$ cat src/rtl/hazard_ctrl.sv
// RV32I 5-stage hazard unit: forwarding selects, load-use/branch stall-flush, and memory-wait FSM with timeout.
// Optional macro HAZARD_PERF_EN adds stall/flush cycle counters.
module hazard_ctrl #(
  parameter int TIMEOUT = 16,
  parameter int CW      = 8
) (
  input  logic       clk,
  input  logic       reset,
  input  logic [4:0] rs1d,
  input  logic [4:0] rs2d,
  input  logic [4:0] rs1e,
  input  logic [4:0] rs2e,
  input  logic [4:0] rde,
  input  logic [1:0] result_src_e,
  input  logic       pc_src_e,
  input  logic [4:0] rdm,
  input  logic       reg_write_m,
  input  logic       mem_req_m,
  input  logic       mem_ready,
  input  logic [4:0] rdw,
  input  logic       reg_write_w,
  output logic [1:0] forward_a_e,
  output logic [1:0] forward_b_e,
  output logic       stall_f,
  output logic       stall_d,
  output logic       stall_e,
  output logic       stall_m,
  output logic       flush_d,
  output logic       flush_e,
  output logic       flush_w,
`ifdef HAZARD_PERF_EN
  output logic       mem_err,
  output logic [31:0] perf_stall_cnt,
  output logic [31:0] perf_flush_cnt
`else
  output logic       mem_err
`endif
);

  typedef enum logic [1:0] {S_IDLE, S_WAIT, S_ERR} state_t;

  localparam logic [CW-1:0] LAST_CNT = CW'(TIMEOUT - 1);

  state_t        state;
  logic [CW-1:0] wait_cnt;
  logic          mem_stall;
  logic          full_stall;
  logic          load_use;

  function automatic logic [1:0] fwd_sel(input logic [4:0] rs, input logic wm, input logic [4:0] rm,
                                         input logic ww, input logic [4:0] rw);
    logic [1:0] sel;
    sel = 2'b00;
    if (wm && rm == rs && rm != 5'd0)      sel = 2'b10;
    else if (ww && rw == rs && rw != 5'd0) sel = 2'b01;
    return sel;
  endfunction

  assign forward_a_e = fwd_sel(rs1e, reg_write_m, rdm, reg_write_w, rdw);
  assign forward_b_e = fwd_sel(rs2e, reg_write_m, rdm, reg_write_w, rdw);

  assign mem_stall  = mem_req_m & ~mem_ready;
  assign full_stall = (state == S_ERR) | mem_stall;
  assign load_use   = (result_src_e == 2'b01) && (rde != 5'd0) && ((rde == rs1d) || (rde == rs2d));

  // A memory stall freezes the whole pipe, so E-stage hazards wait until it releases.
  always_comb begin
    stall_f = 1'b0;
    stall_d = 1'b0;
    stall_e = 1'b0;
    stall_m = 1'b0;
    flush_d = 1'b0;
    flush_e = 1'b0;
    flush_w = 1'b0;
    if (full_stall) begin
      stall_f = 1'b1;
      stall_d = 1'b1;
      stall_e = 1'b1;
      stall_m = 1'b1;
      flush_w = 1'b1;
    end else if (pc_src_e) begin
      flush_d = 1'b1;
      flush_e = 1'b1;
    end else if (load_use) begin
      stall_f = 1'b1;
      stall_d = 1'b1;
      flush_e = 1'b1;
    end
  end

  always_ff @(posedge clk or negedge reset) begin
    if (!reset) begin
      state    <= S_IDLE;
      wait_cnt <= '0;
      mem_err  <= 1'b0;
    end else begin
      case (state)
        S_IDLE: if (mem_stall) begin
          state    <= S_WAIT;
          wait_cnt <= CW'(1);
        end
        S_WAIT: if (!mem_stall) begin
          state    <= S_IDLE;
          wait_cnt <= '0;
        end else if (wait_cnt == LAST_CNT) begin
          state   <= S_ERR;
          mem_err <= 1'b1;
        end else begin
          wait_cnt <= wait_cnt + CW'(1);
        end
        S_ERR:   mem_err <= 1'b1;
        default: state <= S_IDLE;
      endcase
    end
  end

`ifdef HAZARD_PERF_EN
  always_ff @(posedge clk or negedge reset) begin
    if (!reset) begin
      perf_stall_cnt <= '0;
      perf_flush_cnt <= '0;
    end else begin
      if (stall_f | stall_d | stall_e | stall_m) perf_stall_cnt <= perf_stall_cnt + 32'd1;
      if (flush_d | flush_e)                     perf_flush_cnt <= perf_flush_cnt + 32'd1;
    end
  end
`endif

endmodule

$ cat config.mk
export PLATFORM = sky130hd
export DESIGN_NAME = hazard_ctrl
export DESIGN_NICKNAME = d
export VERILOG_FILES = /design/src/rtl/hazard_ctrl.sv
export SDC_FILE = /design/constraint.sdc
export NUM_CORES = 1
export LEC_CHECK = 0
export BUFFER_PORTS_ARGS = -buffer_cell sky130_fd_sc_hd__buf_2
export CORE_MARGIN = 4
export CORE_UTILIZATION = 42
export CTS_CLUSTER_DIAMETER = 150
export DETAILED_ROUTE_END_ITERATION = 8
export HOLD_SLACK_MARGIN = 0.05
export PLACE_DENSITY = 0.82
export SYNTH_ARGS = -nofsm -noshare
export SYNTH_HDL_FRONTEND = slang
export SYNTH_SLANG_ARGS = --single-unit
$ cat constraint.sdc
create_clock -name clk -period 3 [get_ports clk]
set_clock_uncertainty 0.05 [all_clocks]
set_input_delay 0.75 -clock clk [delete_from_list [all_inputs] [get_ports clk]]
set_output_delay 0.75 -clock clk [all_outputs]
set_load 0.02 [all_outputs]
==> flow_metrics.env <==
export IMPL_status="finished, final reports clean"
export IMPL_internal_power_uw=261
export IMPL_hold_viol=0
export IMPL_path_class="in -> out"
export IMPL_crit_path_cell_trace="buf_2 > or4_1 > o21ai_2 > nor4_1 > nor4_2 > buf_2"
export IMPL_cts_sinks=11
export IMPL_synth_simple_area_share_pct=26.0
export IMPL_synthFlopType="dfrtp_1"
export IMPL_rr_worst_depth=4
export IMPL_finalSetupTns_ns=0
export IMPL_grt_max_degree=12
export IMPL_syn_inst=114
export IMPL_synth_top_family_by_area="XOR/XNOR gates"
export IMPL_crit_family="simple AND/OR/NAND/NOR gates"
export IMPL_ys_seq_area_share_pct=26.5
export IMPL_leakage_uw=0.000712
export IMPL_area_delta_synth_final_pct=30.7
export IMPL_post_dp_cell_area_mm2=0.00133
export IMPL_htree_levels=1
export IMPL_ys_warn_count=0
export IMPL_track_usage_pct=16.6
export IMPL_synth_edf_count=0
export IMPL_synth_most_common_cell="xor2_1"
export IMPL_gp_congestion=0.958
export IMPL_vias=1093
export IMPL_clkPwrFrac_pct=26.6
export IMPL_slew_headroom_pct=65.9
export IMPL_path_buf_inv=2
export IMPL_tightest_slew_ns=0.507
export IMPL_final_util_pct=59.7
export IMPL_critPathArrivalTime_ns=2.12
export IMPL_critPathRequiredTime_ns=2.20
export IMPL_synthXorXnorAreaFrac_pct=26.1
export IMPL_cpMostUsedCell="buf_2"
export IMPL_core_mm2=0.00228
export IMPL_reg2reg_slack_ns=1.00
export IMPL_antenna_found_initial=0
export IMPL_die_h_um=57.8
export IMPL_firstDrtPassIters=4
export IMPL_routedWlPerCell_um=14.3
export IMPL_power_density_mw_per_mm2=280
export IMPL_via_per_inst=5.55
export IMPL_period_needed_ns=2.92
export IMPL_synth_area_leaders="dfrtp_1 26%, xor2_1 21%, xnor2_1 5.1%"
export IMPL_holdBufCountCts=0
export IMPL_synthMuxAreaShare_pct=1.44
export IMPL_place_inst=193
export IMPL_hpwlAfterDp_um=2400
export IMPL_worstSkewPairLatency_ns=0.27
export IMPL_r2r_end="wait_cnt[0]"
export IMPL_synth_distinct_cells=39
export IMPL_drive_above_1_share_pct=39.6
export IMPL_syn_avg_cell_area_um2=9.12
export IMPL_worst_setup_path_end_kind="output port"
export IMPL_regToRegStartpoint="wait_cnt[6]"
export IMPL_cts_tree="yes"
export IMPL_syn_area_mm2=0.00104
export IMPL_swShare_pct=31.4
export IMPL_setup_violations=0
export IMPL_diodes=0
export IMPL_numPortBuffers=55
export IMPL_wirelength_um=2820
export IMPL_cts_max_path_buffers=2
export IMPL_slowest_delay_ns=0.54
export IMPL_ant_nets=0
export IMPL_clkTransAtPathRegs_ns=0.07
export IMPL_switchingPower_uw=119
export IMPL_overflow=0
export IMPL_combPwrFrac_pct=32.4
export IMPL_drc_errors=0
export IMPL_synth_compound_area_share_pct=15.2
export IMPL_dieArea_mm2=0.00334
export IMPL_first_iter_violations=37
export IMPL_fin_nets=215
export IMPL_async_reset_ff_share_pct=100
export IMPL_num_rows=17
export IMPL_grt_pass1_wl_um=4460
export IMPL_synthTopCellsByCount="25 x xor2_1, 11 x dfrtp_1, 7 x nor4_1, 6 x xnor2_1"
export IMPL_synth_seq_cells=11
export IMPL_cpMaxStageDelayCell="or4_1"
export IMPL_max_cap_viol_count=0
export IMPL_io_pins=56
export IMPL_synth_fp_nets=159
export IMPL_fin_cells=197
export IMPL_grt_pass1_vias=1087
export IMPL_crit_fanout=3
export IMPL_initial_core_util_pct=45.7
export IMPL_final_area_mm2=0.00136
export IMPL_root_buffer="clkbuf_4"
export IMPL_slew_violations=0
export IMPL_pwr_share_seq_pct=41.0
export IMPL_hold_slack_ns=0.287
export IMPL_yosysTopAreaCellShare_pct=26.5
export IMPL_finalCritPeriodShare_pct=97.2
export IMPL_crit_path_start_kind="input port"
export IMPL_synthAdderAreaFrac_pct=1.20
export IMPL_peakVddDrop_v=0.000332
export IMPL_yosysTopAreaCell="dfrtp_1"
export IMPL_hp_class="in -> async"
export IMPL_max_freq_ghz=0.343
export IMPL_dieWidth_um=57.8
export IMPL_numCtsBuffers=3
-- layout by cell type, fill, tap and decap left out, drive strengths merged, types with 2 or more instances in the layout --
cell type,instances
a22o,2
buf,55
and3,3
nor2,5
xnor2,6
a31o,2
nand2,5
clkbuf,4
nor2b,2
o21bai,2
or4,6
or2,2
nor3,4
nand3,4
o21ai,5
dfrtp,11
nor4,7
a211o,4
xor2,25
-- routing by layer --
layer	wire, um	vias to the layer above	GRT usage [%]	part of all wire, %
li1	-	526	-	-
met1	1020	520	17.1	36
met2	1580	41	33.9	56
met3	171	6	2.23	6.1
met4	50	0	4.97	1.8
met5	0	-	0	0
-- worst max path at each step --
stage | from | to | depth (start not counted)
detailed placement | rdm[1] | forward_b_e[0] | 6
finish | rdm[1] | forward_b_e[0] | 6
global route | rdm[1] | forward_b_e[0] | 6
global placement | rdm[1] | forward_a_e[0] | 6
CTS | rdm[1] | forward_b_e[0] | 6
floorplan | rdm[1] | forward_a_e[0] | 4
-- stage by stage --
stage | setup WS, ns | total power, uW
5_1_grt | -0.0187 | 404
6_report | 0.0849 | 380
3_5_place_dp | 0.0599 | 282
3_3_place_gp | 0.101 | 276
4_1_cts | 0.0653 | 384
2_1_floorplan | 0.0933 | 225
-- power by group through the flow --
stage          registers, uW  clock network [uW]  logic [uW]
4_1_cts                  156                 105         124
3_5_place_dp             159                   0         123
2_1_floorplan            158                   0        67.4
3_3_place_gp             158                   0         117
5_1_grt                  157                 113         135
6_report                 156                 101         123
-- what timing repair did --
item,4_1_cts,5_1_grt
gates resized for setup,0,1
endpoints found under the setup margin,0,2
buffers inserted,0,0
-- state kept, by name, indices dropped and copies added (netlist names) --
register	flops
mem_err	1
state	2
wait_cnt	8
-- layout make-up --
class                      instances  area (um2)
fill                             200         917
clock buffer                       4        26.3
tap                               28        35.0
sequential                        11         275
inverter                           1        3.75
multi-input combinational         98         743
timing repair buffer              55         275
-- worst reg2reg max path: cells and delay by family, from the launching register on --
| kind | cells | cell delay [ns] |
|---|---|---|
| DFF | 1 | 0.43 |
| and+or+nand+nor | 2 | 0.71 |
| muxes | 1 | 0.33 |
| AOI/OAI and AO/OA | 1 | 0.36 |
-- cell families (layout without fill, tap and decap cells) --
family / Yosys count / after routing
and+or+nand+nor: 44 / 44
DFF: 11 / 11
adders and majority gates: 1 / 1
xor gates and xnor gates: 31 / 31
buffers and inverters: 5 / 60
muxes: 1 / 1
AOI/OAI and AO/OA: 21 / 21
Note: power is estimated with default switching activity, not from simulation.
